===== src/rtl/tile_pkg.sv =====
// Shared tile codes, grid geometry, requester ids and scheduler state type
// for the live tile map and its writers.
package tile_pkg;

    localparam logic [2:0] FREE = 3'd0;
    localparam logic [2:0] REGU = 3'd1;
    localparam logic [2:0] GATE = 3'd2;
    localparam logic [2:0] COIN = 3'd3;
    localparam logic [2:0] PORT = 3'd4;
    localparam logic [2:0] SPIK = 3'd5;
    localparam logic [2:0] BRAK = 3'd6;

    localparam int DEF_ROWS    = 7;
    localparam int DEF_COLS    = 10;
    localparam int DEF_NUM_REQ = 3;

    localparam int ROW_W  = 3;
    localparam int COL_W  = 4;
    localparam int TILE_W = 3;
    localparam int LVL_W  = 2;
    localparam int IDX_W  = 7;

    localparam int REQ_COIN  = 0;
    localparam int REQ_BRICK = 1;
    localparam int REQ_GATE  = 2;

    typedef enum logic [1:0] {
        S_IDLE = 2'd0,
        S_LOAD = 2'd1,
        S_RUN  = 2'd2
    } sched_state_t;

endpackage


===== src/rtl/tile_write_scheduler_rr_arbiter.sv =====
// N-way round-robin arbiter: combinational one-hot grant starting at the
// registered pointer; the pointer moves past the winner only on a grant.
module rr_arbiter #(
    parameter int N = 3
) (
    input  logic         clk,
    input  logic         reset,
    input  logic [N-1:0] i_req,
    input  logic         i_en,
    output logic [N-1:0] o_grant
);

    localparam int PW = (N > 1) ? $clog2(N) : 1;

    logic [PW-1:0] r_ptr;
    logic [PW:0]   w_sum  [N];
    logic [PW-1:0] w_cand [N];
    logic [PW-1:0] w_win;
    logic          w_any;
    logic [N-1:0]  w_grant;

    // w_cand[k] is the requester examined k-th, i.e. (ptr + k) mod N.
    generate
        for (genvar gi = 0; gi < N; gi++) begin : g_cand
            assign w_sum[gi]  = {1'b0, r_ptr} + (PW+1)'(gi);
            assign w_cand[gi] = (w_sum[gi] >= (PW+1)'(N)) ?
                                PW'(w_sum[gi] - (PW+1)'(N)) : w_sum[gi][PW-1:0];
        end
    endgenerate

    always_comb begin
        w_any = 1'b0;
        w_win = '0;
        for (int k = 0; k < N; k++) begin
            if (!w_any && i_req[w_cand[k]]) begin
                w_any = 1'b1;
                w_win = w_cand[k];
            end
        end
    end

    always_comb begin
        w_grant = '0;
        if (i_en && w_any) begin
            w_grant[w_win] = 1'b1;
        end
    end

    assign o_grant = w_grant;

    always_ff @(posedge clk) begin
        if (reset) begin
            r_ptr <= '0;
        end else if (i_en && w_any) begin
            r_ptr <= (w_win == PW'(N-1)) ? '0 : w_win + 1'b1;
        end
    end

endmodule


===== src/rtl/tile_write_scheduler.sv =====
// Sole writer of the live tile map: sweeps a level's ROM image on load, then
// round-robins single-tile gameplay updates onto the one map write port.
module tile_write_scheduler
    import tile_pkg::*;
#(
    parameter int NUM_OF_ROWS = DEF_ROWS,
    parameter int NUM_OF_COLS = DEF_COLS,
    parameter int NUM_REQ     = DEF_NUM_REQ
) (
    input  logic                      clk,
    input  logic                      reset,
    input  logic                      load_lvl,
    input  logic [LVL_W-1:0]          lvl,
    output logic [LVL_W-1:0]          rom_lvl,
    output logic [ROW_W-1:0]          rom_row,
    output logic [COL_W-1:0]          rom_col,
    input  logic [TILE_W-1:0]         rom_tile,
    input  logic [NUM_REQ-1:0]        req_valid,
    output logic [NUM_REQ-1:0]        req_ready,
    input  logic [NUM_REQ*ROW_W-1:0]  req_row,
    input  logic [NUM_REQ*COL_W-1:0]  req_col,
    input  logic [NUM_REQ*TILE_W-1:0] req_tile,
    output logic                      wr_en,
    output logic [ROW_W-1:0]          wr_row,
    output logic [COL_W-1:0]          wr_col,
    output logic [TILE_W-1:0]         wr_tile,
    output logic                      busy,
    output logic                      load_done,
    output logic                      err_oob
);

    localparam logic [IDX_W-1:0] LAST_IDX = IDX_W'(NUM_OF_ROWS*NUM_OF_COLS - 1);
    localparam logic [IDX_W-1:0] DONE_IDX = IDX_W'(NUM_OF_ROWS*NUM_OF_COLS);
    localparam logic [COL_W-1:0] LAST_COL = COL_W'(NUM_OF_COLS - 1);

    sched_state_t        r_state, w_state_next;
    logic [IDX_W-1:0]    r_idx;
    logic [ROW_W-1:0]    r_row;
    logic [COL_W-1:0]    r_col;
    logic [LVL_W-1:0]    r_rom_lvl;
    logic                r_wr_en, r_wr_from_rom;
    logic [ROW_W-1:0]    r_wr_row;
    logic [COL_W-1:0]    r_wr_col;
    logic [TILE_W-1:0]   r_wr_tile;
    logic                r_load_done, r_err_oob;

    logic                w_arb_en, w_hs, w_oob;
    logic [NUM_REQ-1:0]  w_grant;
    logic [ROW_W-1:0]    w_sel_row;
    logic [COL_W-1:0]    w_sel_col;
    logic [TILE_W-1:0]   w_sel_tile;

    // A load request outranks gameplay updates in the same cycle.
    assign w_arb_en = (r_state == S_RUN) && !load_lvl && !reset;

    rr_arbiter #(.N(NUM_REQ)) u_arb (
        .clk     (clk),
        .reset   (reset),
        .i_req   (req_valid),
        .i_en    (w_arb_en),
        .o_grant (w_grant)
    );

    always_comb begin
        w_sel_row  = '0;
        w_sel_col  = '0;
        w_sel_tile = '0;
        for (int i = 0; i < NUM_REQ; i++) begin
            if (w_grant[i]) begin
                w_sel_row  = req_row[i*ROW_W +: ROW_W];
                w_sel_col  = req_col[i*COL_W +: COL_W];
                w_sel_tile = req_tile[i*TILE_W +: TILE_W];
            end
        end
    end

    assign w_hs  = |(w_grant & req_valid);
    assign w_oob = (int'(w_sel_row) >= NUM_OF_ROWS) || (int'(w_sel_col) >= NUM_OF_COLS);

    always_ff @(posedge clk) begin
        if (reset) begin
            r_state <= S_IDLE;
        end else begin
            r_state <= w_state_next;
        end
    end

    always_comb begin
        w_state_next = r_state;
        case (r_state)
            S_IDLE: if (load_lvl) w_state_next = S_LOAD;
            S_LOAD: begin
                if (load_lvl) begin
                    w_state_next = S_LOAD;
                end else if (r_idx == DONE_IDX) begin
                    w_state_next = S_RUN;
                end
            end
            S_RUN:  if (load_lvl) w_state_next = S_LOAD;
            default: w_state_next = S_IDLE;
        endcase
    end

    always_ff @(posedge clk) begin
        if (reset) begin
            r_idx         <= '0;
            r_row         <= '0;
            r_col         <= '0;
            r_rom_lvl     <= '0;
            r_wr_en       <= 1'b0;
            r_wr_from_rom <= 1'b0;
            r_wr_row      <= '0;
            r_wr_col      <= '0;
            r_wr_tile     <= '0;
            r_load_done   <= 1'b0;
            r_err_oob     <= 1'b0;
        end else begin
            r_wr_en       <= 1'b0;
            r_wr_from_rom <= 1'b0;
            r_load_done   <= 1'b0;
            r_err_oob     <= 1'b0;
            if (load_lvl) begin
                // Restarting drops the ROM word still in flight.
                r_rom_lvl <= lvl;
                r_idx     <= '0;
                r_row     <= '0;
                r_col     <= '0;
            end else begin
                case (r_state)
                    S_LOAD: begin
                        if (r_idx == DONE_IDX) begin
                            r_load_done <= 1'b1;
                        end else begin
                            r_wr_en       <= 1'b1;
                            r_wr_from_rom <= 1'b1;
                            r_wr_row      <= r_row;
                            r_wr_col      <= r_col;
                            r_idx         <= r_idx + 1'b1;
                            if (r_idx != LAST_IDX) begin
                                if (r_col == LAST_COL) begin
                                    r_col <= '0;
                                    r_row <= r_row + 1'b1;
                                end else begin
                                    r_col <= r_col + 1'b1;
                                end
                            end
                        end
                    end
                    S_RUN: begin
                        if (w_hs) begin
                            if (w_oob) begin
                                r_err_oob <= 1'b1;
                            end else begin
                                r_wr_en   <= 1'b1;
                                r_wr_row  <= w_sel_row;
                                r_wr_col  <= w_sel_col;
                                r_wr_tile <= w_sel_tile;
                            end
                        end
                    end
                    default: ;
                endcase
            end
        end
    end

    assign rom_lvl   = r_rom_lvl;
    assign rom_row   = r_row;
    assign rom_col   = r_col;
    assign req_ready = w_grant;
    assign wr_en     = r_wr_en;
    assign wr_row    = r_wr_row;
    assign wr_col    = r_wr_col;
    // ROM data arrives alongside its write strobe, so it bypasses the register.
    assign wr_tile   = r_wr_from_rom ? rom_tile : r_wr_tile;
    assign busy      = (r_state == S_LOAD);
    assign load_done = r_load_done;
    assign err_oob   = r_err_oob;

endmodule


===== config.mk =====
export PLATFORM = sky130hd
export DESIGN_NAME = tile_write_scheduler
export DESIGN_NICKNAME = d
export VERILOG_FILES = /design/src/rtl/tile_pkg.sv /design/src/rtl/tile_write_scheduler_rr_arbiter.sv /design/src/rtl/tile_write_scheduler.sv
export SDC_FILE = /design/constraint.sdc
export NUM_CORES = 1
export LEC_CHECK = 0
export BUFFER_PORTS_ARGS = -buffer_cell sky130_fd_sc_hd__buf_4
export CAP_MARGIN = 20
export CORE_MARGIN = 4
export CORE_UTILIZATION = 45
export CTS_BUF_LIST = sky130_fd_sc_hd__clkbuf_16
export CTS_CLUSTER_SIZE = 8
export DETAILED_ROUTE_END_ITERATION = 8
export HOLD_SLACK_MARGIN = 0.05
export PLACE_DENSITY = 0.71
export SYNTH_ARGS = -nofsm -noshare
export SYNTH_HDL_FRONTEND = slang
export SYNTH_SLANG_ARGS = --single-unit

===== constraint.sdc =====
create_clock -name clk -period 4.88 [get_ports clk]
set_input_delay 0.488 -clock clk [delete_from_list [all_inputs] [get_ports clk]]
set_output_delay 0.488 -clock clk [all_outputs]
set_load 0.01 [all_outputs]

== Word level (Yosys, flattened, before mapping) ==
Index checks and enable logic that the tools add are counted.
Operators by class
  muxes and demuxes: 48
  add/subtract/negate cells: 9
  eq/ne operators: 11
  bitwise gates (word level): 7
  reductions and logical operators: 24
  order comparisons: 10
Operator list (count)
  two-way mux 3 bit: 11
  two-way mux 4 bit: 7
  two-way mux 2 bit: 10
  less-than comparator 2 x 3 -> 1 bit (second input constant): 4
  two-way mux 1 bit: 12
  one-hot mux 4 bit (2 select lines): 1
  AND reduction 4 bit: 2
  adder 7 x 1 -> 7 bit (second input constant): 1
  equality test 7 bit (second input constant): 1
  != test 7 bit (second input constant): 1
  binary-select mux 1 bit (select 2 bit): 3
  >= comparator 3 x 2 -> 1 bit (second input constant): 2
  logical AND 1 bit: 6
  != test 2 bit (second input constant): 3
  NOT 1 bit: 6
  one-hot mux 3 bit (2 select lines): 1
  OR reduction 3 bit: 2
  subtractor 2 bit (second input constant): 3
  AND reduction 5 bit: 1
  adder 4 x 1 -> 4 bit (second input constant): 1
  equality test 2 bit (second input constant): 2
  equality test 4 bit (second input constant): 1
  >= comparator 4 bit (second input constant): 1
  zero test 1 bit: 4
  21 further kinds: 23
Word-level totals
  flip-flop bits (word level): 34
  output and inout bits: 26
  logic and storage cells: 122

== Logic depth before layout (Yosys ltp) ==
  word-level depth: 24
  depth in mapped cells: 16
  gate-level depth less buffers: 13

== Modules after synthesis ==
From an unflattened synthesis, not the netlist that was laid out.
Unflattened totals
  cells, all modules: 266
  area total of the unflattened synthesis: 2229.6 µm²
Modules (own cells, without submodules)
  tile_write_scheduler: times used 1, cells each 215, area each 1850.5 µm²
  rr_arbiter: times used 1, cells each 51, area each 379.1 µm²

== Least setup slack after synthesis ==
No wires, ideal clock.
  path kind: flip-flop to flip-flop
  from: reg u_arb.r_ptr[0]
  to: reg r_wr_col[1], in the netlist wr_col[1]
  path slack: 1.788 ns
  period minus slack after synthesis: 3.092 ns
  arrival: 2.970 ns
  setup time: 0.121 ns
  cell stages (with the launch flop): 16
  data required time: 4.759 ns
  cell sequence: dfxtp_1 > inv_1 > ha_1 > buf_6 > mux2i_1 > o22a_2 > and3_1 > buf_4 > nor3_2 > nand2_4 > inv_2 > and4_4 > a211o_1 > a2111oi_4 > nor2_4 > mux2_4
Between the ends
  word-level cells in the longest chain between the ends: 23
Ends and longest elaborated chain
  from (decl): line tile_write_scheduler_rr_arbiter.sv:15  | logic [PW-1:0] r_ptr;
  from (signal assigned): line tile_write_scheduler_rr_arbiter.sv:55  | r_ptr <= (w_win == PW'(N-1)) ? '0 : w_win + 1'b1;
  parallel branches: the longest is 15 deep, another holds adder 2 x 1 -> 3 bit
  two-way mux 3 bit (*): line tile_write_scheduler_rr_arbiter.sv:44  | if (i_en && w_any) begin
  two-way mux 4 bit / two-way mux 3 bit (equally long branches) (3 in series): line tile_write_scheduler.sv:69  | if (w_grant[i]) begin
  >= comparator 4 bit / >= comparator 3 bit (equally long branches): line tile_write_scheduler.sv:78  | assign w_oob = (int'(w_sel_row) >= NUM_OF_ROWS) || (int'(w_sel_col) >= NUM_OF_COLS);
  logical OR 1 bit: line tile_write_scheduler.sv:78
  != test 2 bit (no line)
  AND reduction 5 bit (no line)
  to (signal assigned): line tile_write_scheduler.sv:137  | r_wr_col <= r_col;
  to (signal assigned): line tile_write_scheduler.sv:156  | r_wr_col <= w_sel_col;
  to (decl): line tile_write_scheduler.sv:43  | logic [COL_W-1:0] r_wr_col;
Mark *: on every way between the ends. The select of a mux whose other input is x is not followed.
A chain may end at the register's enable or synchronous reset.

== Worst setup path in the final report ==
Same ends and word-level chain as after synthesis.

==> metrics.txt <==
status completed; area delta synth->final 31.12%; final core utilization 60.72%; Final Hold Viols 0; clk root buf clkbuf_16; Skew-Pair Late Insertion Delay 270 ps; routed via count 2052; Worst Skew about 3.0 ps; # diodes 0; reg-to-reg slack, setup 1310 ps; crit share post-route around 73%; Clock Pin Slew Worst Setup and Hold Paths approximately 50 ps; Die ar. just over 6000 um^2; post-DP HPWL ~4300 um; # Max-Cap Violations 0; reg-to-reg endpoint wr_col[1]$_SDFFE_PP0P_; HP Class in2reg; worst hold start lvl[1]; FF/Latch Area around 680 um^2; I/O Buffers 66; most common flop cell mapped by yosys dfxtp_1; Top Ports 67; die span in x 77.72 um; vias in the first global route between 1500 and 2000; syn nets approximately 310; Max Fanout on Critical Path 12; number of core rows 25; hold endpoint rom_lvl[1]$_SDFFE_PP0P_; Initial Util ~46%; YS warnings 0; layout cells sized above 1 between 20% and 30%; Core Area around 4700 um^2; Resized Gates After CTS 0; Critical Path AT around 3700 ps; number of synthesized register bits 34; Multi-input gate area approximately 1400 um^2; Avg Cell Area, Syn around 8.4 um^2; number of setup buffers added after CTS 0; Num Clock Sinks 34; TritonCTS clock tree yes; fmax between 200 and 300 MHz; Tot GR Track Use between 10% and 20%; Mapped Cells 260; pin count of the biggest net entering global routing 24; Routed Antenna Nets 0; Worst Reg-to-Reg Cells 13; Leak roughly 0.0012 uW; final WL ~5600 um; final setup fails 0; Netlist Area Pre-Place 2187 um^2; grt ovf 0; drc violations 0; Tmin final roughly 3600 ps; RSZ-0062 raised after global routing no; TritonCTS buffer count 5; Pre-antenna DRT Iters 4; Final #Nets between 300 and 400; async set-reset flop share out of synthesis 0%; initial antenna violation count 0; cell area power density about 250 nW/um^2; worst slew pin tran just over 700 ps; Setup crit end kind flop; Rel. slew slack 52.03%; VDD IR-drop max 0.1768 mV; CP required between 5000 and 6000 ps; Post-synth EDFFs 0; CTS max path bufs 2; reg2reg start u_arb.r_ptr[0]$_SDFFE_PP0N_; CP Class reg2reg; Netlist cell types 54; Post-CTS Hold Buffers 0; DR iter-0 viols approximately 170; Hold Path Stages 3; Seq/Total Area, Yosys between 30% and 40%; TNS Setup 0 ps; Via density about 5.3; startpoint types flop; Routed WL per cell 14.36 um; Slew Viols, Final 0; Placer Congestion 0.8496; first-pass GRT wire length 9308 um; Die H between 70 and 80 um; CTS HTree Levels 2; filler instances roughly 440
-- layout by cell type (no fill, tap or decap), types with 4 or more instances in the layout --
master	count
ha_1	12
inv_1	10
nand3_1	4
dfxtp_1	34
or3_1	9
a22oi_1	4
o21ai_1	4
xor2_1	5
xnor2_1	4
buf_4	66
nand2_1	18
a21oi_1	18
nor2b_1	13
clkbuf_16	5
a211oi_1	4
o21ai_0	11
mux2_4	6
nor2_1	30
mux2i_1	12
-- metrics by stage --
stage	hold slack [ps]	cells	setup slack [ps]	cell area, um^2	total power (uW)
after global placement	468.5	381	1458	2709	369.3
after floorplan	453.6	260	1788	2187	328.1
after detailed placement	472.8	381	1351	2709	369.6
after CTS	451.9	388	1332	2868	717.0
final	453.1	388	1305	2868	708.7
after global routing	466.3	388	1142	2868	737.1
-- registers in the layout, summed over array words and instances, names as in the netlist --
name / cells
rom_lvl: 2
r_wr_from_rom: 1
r_state: 2
u_arb.r_ptr: 2
r_wr_tile: 3
err_oob: 1
wr_col: 4
wr_en: 1
rom_col: 4
rom_row: 3
wr_row: 3
r_idx: 7
load_done: 1
-- area by class of cell --
cell class                 count  share of cell area (%)
clock buffer                   5                   4.363
clock inverter                 2                   1.178
inverter                      11                   1.440
multi-input combinational    203                   49.08
sequential                    34                   23.73
tap                           67                   2.923
timing repair buffer          66                   17.28
-- kinds of logic (layout without fill, tap and decap cells) --
kind of cell    after synthesis  after routing  share of synthesized area [%]
mux                          21             21                          11.16
fa+ha+maj                    12             12                          6.865
flops                        34             34                          31.12
buf+inv                      23             84                          4.519
compound gates               61             61                          18.88
xor+xnor                      9              9                          3.604
simple gates                100            100                          23.86
-- synth_stat cells (all sizes together), types with 2 or more instances --
cell / n / area share (%)
and4: 2 / 0.92
or3: 9 / 2.6
or2: 2 / 0.57
nor2b: 13 / 3.7
xor2: 5 / 2.0
xnor2: 4 / 1.6
clkbuf: 9 / 1.5
dfxtp: 34 / 31
ha: 12 / 6.9
nand4: 3 / 0.86
nand3: 4 / 0.92
nand2b: 3 / 0.86
o22a: 2 / 0.86
o2bb2ai: 3 / 1.2
o2111ai: 2 / 0.80
o211ai: 3 / 1.0
and2: 3 / 0.86
inv: 11 / 1.9
a22oi: 4 / 1.4
a211oi: 4 / 1.4
nor4: 2 / 0.57
buf: 3 / 1.1
and3: 3 / 0.92
nor2: 31 / 5.7
o21ai: 15 / 3.4
nand2: 19 / 3.6
mux2: 9 / 5.7
nor3: 4 / 1.1
mux2i: 12 / 5.5
a21oi: 19 / 4.5
-- power breakdown --
part	switching [uW]	internal, uW	total [uW]
registers	4.09	282	286
clock network	109	236	344
logic	37.7	40.5	78.3
total	151	558	709
-- layer usage --
layer,track usage (%),share of wire [%],routed length [um],up-vias
met3,4.292,6.6,366,7
met1,25.16,45,2514,936
li1,-,-,-,1040
met2,30.99,47,2625,69
met5,0,0,0,-
met4,5.694,1.2,65,0
-- how the worst max path moves through the flow --
stage / slack, ps / end / start
6_report: 1310 / wr_col[1]$_SDFFE_PP0P_ / u_arb.r_ptr[0]$_SDFFE_PP0N_
2_1_floorplan: 1790 / wr_col[1]$_SDFFE_PP0P_ / u_arb.r_ptr[0]$_SDFFE_PP0N_
3_5_place_dp: 1350 / wr_col[1]$_SDFFE_PP0P_ / u_arb.r_ptr[0]$_SDFFE_PP0N_
5_1_grt: 1140 / wr_col[3]$_SDFFE_PP0P_ / u_arb.r_ptr[0]$_SDFFE_PP0N_
3_3_place_gp: 1460 / wr_col[3]$_SDFFE_PP0P_ / u_arb.r_ptr[0]$_SDFFE_PP0N_
4_1_cts: 1330 / wr_col[1]$_SDFFE_PP0P_ / u_arb.r_ptr[0]$_SDFFE_PP0N_
-- critical path, stage by stage (launching register included) --
cell,delay (ps)
dfxtp_1,370
inv_1,80
ha_1,440
mux2i_1,270
o22a_2,210
a31o_2,320
nor3_2,130
nand2_4,110
inv_2,90
and4_4,200
a211o_1,330
a2111oi_4,430
nor2_4,140
mux2_4,310
(Power assumes the default switching activity.)
